<file path="src/rtl/adder_pipe.sv">
// adder_pipe: adder/subtractor with a STAGES-deep sliced carry chain and valid/ready flow control.
// Define ADDER_PIPE_SAT_EN to saturate sum_o on overflow instead of wrapping modulo 2^WIDTH.
module adder_pipe #(
    parameter int WIDTH  = 32,
    parameter int STAGES = 2
) (
    input  logic             clk_i,
    input  logic             rst_ni,
    input  logic             in_valid_i,
    output logic             in_ready_o,
    input  logic [WIDTH-1:0] a_i,
    input  logic [WIDTH-1:0] b_i,
    input  logic             sub_i,
    input  logic             signed_i,
    output logic             out_valid_o,
    input  logic             out_ready_i,
    output logic [WIDTH-1:0] sum_o,
    output logic             overflow_o
);
    localparam int SW = WIDTH / STAGES;

    if (WIDTH < 2 || STAGES < 1 || STAGES > 8 || WIDTH % STAGES != 0) begin : g_bad_cfg
        $error("adder_pipe: WIDTH must be >= 2 and divisible by STAGES (1..8)");
    end

    logic en;
    assign en = !out_valid_o || out_ready_i;
    assign in_ready_o = en;

    // Stage k adds slice k; only the not-yet-consumed operand slices travel onward.
    for (genvar k = 0; k < STAGES; k++) begin : g_st
        localparam int RW = WIDTH - k * SW;
        logic [RW-1:0]       a_d;
        logic [RW-1:0]       bx_d;
        logic [(k+1)*SW-1:0] sw;
        logic [SW:0]         sl;
        logic                ci;
        logic                sub_d;
        logic                sgn_d;
        logic                v_d;
        if (k == 0) begin : g_in
            assign a_d   = a_i;
            assign bx_d  = sub_i ? ~b_i : b_i;
            assign ci    = sub_i;
            assign sub_d = sub_i;
            assign sgn_d = signed_i;
            assign v_d   = in_valid_i;
            assign sw    = sl[SW-1:0];
        end else begin : g_chain
            assign a_d   = g_st[k-1].g_reg.a_q;
            assign bx_d  = g_st[k-1].g_reg.bx_q;
            assign ci    = g_st[k-1].g_reg.c_q;
            assign sub_d = g_st[k-1].g_reg.sub_q;
            assign sgn_d = g_st[k-1].g_reg.sgn_q;
            assign v_d   = g_st[k-1].g_reg.v_q;
            assign sw    = {sl[SW-1:0], g_st[k-1].g_reg.s_q};
        end
        assign sl = {1'b0, a_d[SW-1:0]} + {1'b0, bx_d[SW-1:0]} + {{SW{1'b0}}, ci};
        if (k < STAGES - 1) begin : g_reg
            logic [RW-SW-1:0]    a_q;
            logic [RW-SW-1:0]    bx_q;
            logic [(k+1)*SW-1:0] s_q;
            logic                v_q;
            logic                sub_q;
            logic                sgn_q;
            logic                c_q;
            always_ff @(posedge clk_i or negedge rst_ni) begin
                if (!rst_ni) begin
                    v_q   <= 1'b0;
                    a_q   <= '0;
                    bx_q  <= '0;
                    s_q   <= '0;
                    sub_q <= 1'b0;
                    sgn_q <= 1'b0;
                    c_q   <= 1'b0;
                end else if (en) begin
                    v_q <= v_d;
                    if (v_d) begin
                        a_q   <= a_d[RW-1:SW];
                        bx_q  <= bx_d[RW-1:SW];
                        s_q   <= sw;
                        sub_q <= sub_d;
                        sgn_q <= sgn_d;
                        c_q   <= sl[SW];
                    end
                end
            end
        end else begin : g_out
            logic             u_ovf;
            logic             s_ovf;
            logic             ovf;
            logic [WIDTH-1:0] res;
            // Subtraction borrows exactly when the inverted-B carry-out is clear.
            assign u_ovf = sl[SW] ^ sub_d;
            assign s_ovf = (a_d[SW-1] == bx_d[SW-1]) && (sw[WIDTH-1] != a_d[SW-1]);
            assign ovf   = sgn_d ? s_ovf : u_ovf;
`ifdef ADDER_PIPE_SAT_EN
            assign res = !ovf ? sw :
                         sgn_d ? {a_d[SW-1], {(WIDTH-1){~a_d[SW-1]}}} : {WIDTH{~sub_d}};
`else
            assign res = sw;
`endif
            always_ff @(posedge clk_i or negedge rst_ni) begin
                if (!rst_ni) begin
                    out_valid_o <= 1'b0;
                    sum_o       <= '0;
                    overflow_o  <= 1'b0;
                end else if (en) begin
                    out_valid_o <= v_d;
                    if (v_d) begin
                        sum_o      <= res;
                        overflow_o <= ovf;
                    end
                end
            end
        end
    end
endmodule

</file>
<file path="config.mk">
export PLATFORM = sky130hd
export DESIGN_NAME = adder_pipe
export DESIGN_NICKNAME = d
export VERILOG_FILES = /design/src/rtl/adder_pipe.sv
export SDC_FILE = /design/constraint.sdc
export NUM_CORES = 1
export LEC_CHECK = 0
export ABC_AREA = 0
export BUFFER_PORTS_ARGS = -buffer_cell sky130_fd_sc_hd__buf_2
export CAP_MARGIN = 25
export CORE_ASPECT_RATIO = 1.5
export CORE_UTILIZATION = 45
export DETAILED_ROUTE_END_ITERATION = 8
export PLACE_DENSITY = 0.68
export SKIP_CTS_REPAIR_TIMING = 1
export SLEW_MARGIN = 5
export SYNTH_ARGS = -nofsm -noshare
export SYNTH_HDL_FRONTEND = slang
export SYNTH_SLANG_ARGS = --single-unit
export TNS_END_PERCENT = 5
</file>
<file path="constraint.sdc">
create_clock -name clk_i -period 6.01 [get_ports clk_i]
set_input_delay 0.601 -clock clk_i [delete_from_list [all_inputs] [get_ports clk_i]]
set_output_delay 0.601 -clock clk_i [all_outputs]
set_load 0.02 [all_outputs]
</file>
==> reports/metrics.yaml <==
clock_tree:
  insertion_delay_ns: 0.34
  cts_buffer_depth: 2
  cts_tree: "done"
  numCtsBuffers: 9
  clk_pin_slew_worst_paths_ns: 0.06
  clkSinkCount: 86
  htree_levels: 3
  cts_root_buf: "clkbuf_16"
synth:
  syn_inst: 476
  synth_async_sr_flop_share: 1.000
  synthDistinctLibCells: 40
  netlist_area_mm2: 0.004865
  avgSynthCellArea_um2: 10.22
  syn_nets: 579
  seq_area_frac_synth: 0.4424
  ys_seq_elements: 86
  ys.flop_type: "dfrtp_1"
  yosysWarnings: 0
  synth-edff-count: 0
setup_path:
  crit_slowest_cell: "fa_1"
  cpPeakStageDelay_ns: 0.43
  worst-path-max-fanout: 13
  r2r_slack_ns: 3.20
  critPathLaunchType: "input pin"
  path_cells: "buf_2 > xor2_1 > inv_1 > fa_1 > nor2b_1 > o31a_1 > o21bai_1 > and3_1 > o31ai_1 > a2111oi_0 > a211oi_1"
  critPathCaptureType: "flop"
  worstReg2RegStart: "g_st[0].g_reg.a_q[0]"
  rr_worst_depth: 11
  cp.arrival_ns: 3.06
  crit_required_ns: 6.25
  reg2reg_to: "overflow_o"
  path_class: "input pin to flop"
  crit_cells: 11
  cp_num_buf_inv: 2
  crit_family: "compound AO/OA/AOI/OAI gates"
grt:
  antenna_found_initial: 1
  busiest_layer: "met2"
  globalRouteMet2Util: 0.3446
  grt_pass1_vias: 3582
  track_usage: 0.1948
  overflow: 0
  grt_use_met3: 0.04904
  grt_pass1_wl_um: 16700
  use_met1: 0.2189
  grt_max_degree: 51
layout:
  final_common_cell: "buf_2"
  mostFrequentLayoutCells: "buf_2 (103), dfrtp_1 (86), nand2_1 (54), o21ai_0 (53), mux2_2 (35)"
  drive_above_1_share: 0.2793
  area_growth_pct: 20.24
  diodes: 0
  nNetsFinal: 678
floorplanning:
  num_io_pins: 105
  dieWidth_um: 86.90
  dieArea_mm2: 0.01124
  row_count: 46
  start_util: 0.4619
  die_y_um: 129.3
  core-area_mm2: 0.01053
pwr:
  clkPwrFrac: 0.242
  ir_drop_mv: 0.1784
  cellPowerDensity_mw_per_mm2: 397.9
  p_sw_frac: 0.3575
  leakagePower_uw: 0.002814
  p_int_uw: 1495
  combinationalPowerShare: 0.390
  seqPwrFrac: 0.368
  total_power_uw: 2327
  p_sw_uw: 831.9
outcome:
  status: "finished with violations"
  violations: "DRC"
place:
  dp_hpwl_um: 7967
  port-buffer-count: 104
  place.gp.congestion: 0.8907
min_path:
  hp-class: "input pin to asynchronous set/reset pin"
sta:
  finalSetupViolCount: 0
  max_freq_ghz: 0.3541
  finClkSkew_ns: 0.006069
  finalHoldViolations: 0
  final_max_slew_viol_count: 0
  max_slew_margin: 0.3691
  setup_tns_ns: 0
  fin_crit_sh: 0.4700
  max_slew.worst_pin.slew_ns: 0.9464
  rsz0062_at_grt: "false"
  fin_crit_ns: 2.824
job:
  drv_cap: 0
routing:
  vias: 3731
  ant_nets: 0
  post_drt_wl_per_cell_um: 14.38
  drtIter0Drc: 130
  routed_wl_um: 10410
  viasPerCell: 5.153
  drtPass1Iterations: 6
  drc: 1
power groups by stage:
stage          Sequential [µW]  Combinational (µW)  Clock (µW)
6_report                   856                 907         564
3_5_place_dp               871                 905           0
2_1_floorplan              985                 516           0
5_1_grt                    882                1000         600
3_3_place_gp               862                 880           0
4_1_cts                    861                 908         584
stage by stage:
stage,worst slack (ns),hold WS [ns],instance area (µm²),instances,util
finish,3.186,0.2378,5849,724,0.5554
detailed placement,2.852,0.4663,5519,707,0.5240
CTS,3.184,0.2584,5822,723,0.5527
floorplan,2.895,0.3054,4865,476,-
global route,3.011,0.2828,5849,724,0.5554
global placement,2.954,0.4609,5519,707,0.5240
how the worst max path moves through the flow:
stage	slack, ns	endpoint	startpoint
2_1_floorplan	2.89	g_st[0].g_reg.c_q	sub_i
3_3_place_gp	2.95	g_st[0].g_reg.c_q	sub_i
3_5_place_dp	2.85	g_st[0].g_reg.c_q	sub_i
4_1_cts	3.18	overflow_o	g_st[0].g_reg.a_q[0]
5_1_grt	3.01	g_st[0].g_reg.c_q	sub_i
6_report	3.19	g_st[0].g_reg.c_q	sub_i
synthesized netlist by cell type, types with 2 or more instances:
cell,count,share of area
xor2_1,24,0.043
o21ai_0,53,0.055
a2111oi_0,2,0.0036
inv_1,13,0.010
nand3_1,6,0.0062
a21oi_1,25,0.026
buf_1,4,0.0031
o31a_1,2,0.0036
o21bai_1,3,0.0046
nor2b_1,4,0.0051
mux2_2,35,0.081
a31oi_1,2,0.0026
clkbuf_1,15,0.012
dfrtp_1,86,0.44
fa_1,3,0.012
nor2_1,17,0.013
a211oi_1,5,0.0077
a211o_1,3,0.0054
nand2b_1,5,0.0064
xnor2_1,30,0.054
ha_1,30,0.077
nor3_1,3,0.0031
and3_1,5,0.0064
a21o_1,15,0.023
o31ai_1,7,0.011
nand2_1,56,0.043
o21a_1,10,0.015
sequential cells by signal (all words and copies together), names as in the netlist:
register	count
g_st.g_reg.a_q	16
g_st.g_reg.bx_q	16
g_st.g_reg.v_q	1
sum_o	32
g_st.g_reg.sgn_q	1
g_st.g_reg.c_q	1
g_st.g_reg.sub_q	1
out_valid_o	1
overflow_o	1
g_st.g_reg.s_q	16
final cells by class:
| type | count | area (µm²) |
|---|---|---|
| repair buffers | 108 | 573.1 |
| clock inverters | 3 | 42.54 |
| well taps | 144 | 180.2 |
| clock buffers | 13 | 260.3 |
| fillers | 964 | 4683 |
| flip-flops and latches | 86 | 2152 |
| inverters | 13 | 48.80 |
| multi-input cells | 357 | 2592 |
layer usage:
layer / part of all wire / wire length, µm
met1: 0.40 / 4184
met2: 0.53 / 5466
met3: 0.047 / 490
met4: 0.024 / 254
met5: 0.0012 / 13
worst register-to-register path, stage by stage, from the launching register on:
cell and delay, ns:
dfrtp_1 0.36, inv_1 0.11, fa_1 0.23, inv_1 0.06
fa_1 0.42, a211oi_1 0.29, o21ai_0 0.22, a21oi_1 0.29
o31ai_1 0.15, xnor2_1 0.15, or3_1 0.30, o311ai_0 0.10
cell families after synthesis:
logic type	synth area share
compound gates	0.1754
xor+xnor	0.09722
fa+ha+maj	0.08951
buf+inv	0.02572
flops	0.4424
mux	0.08102
simple gates	0.08874
(Power assumes the default switching activity.)
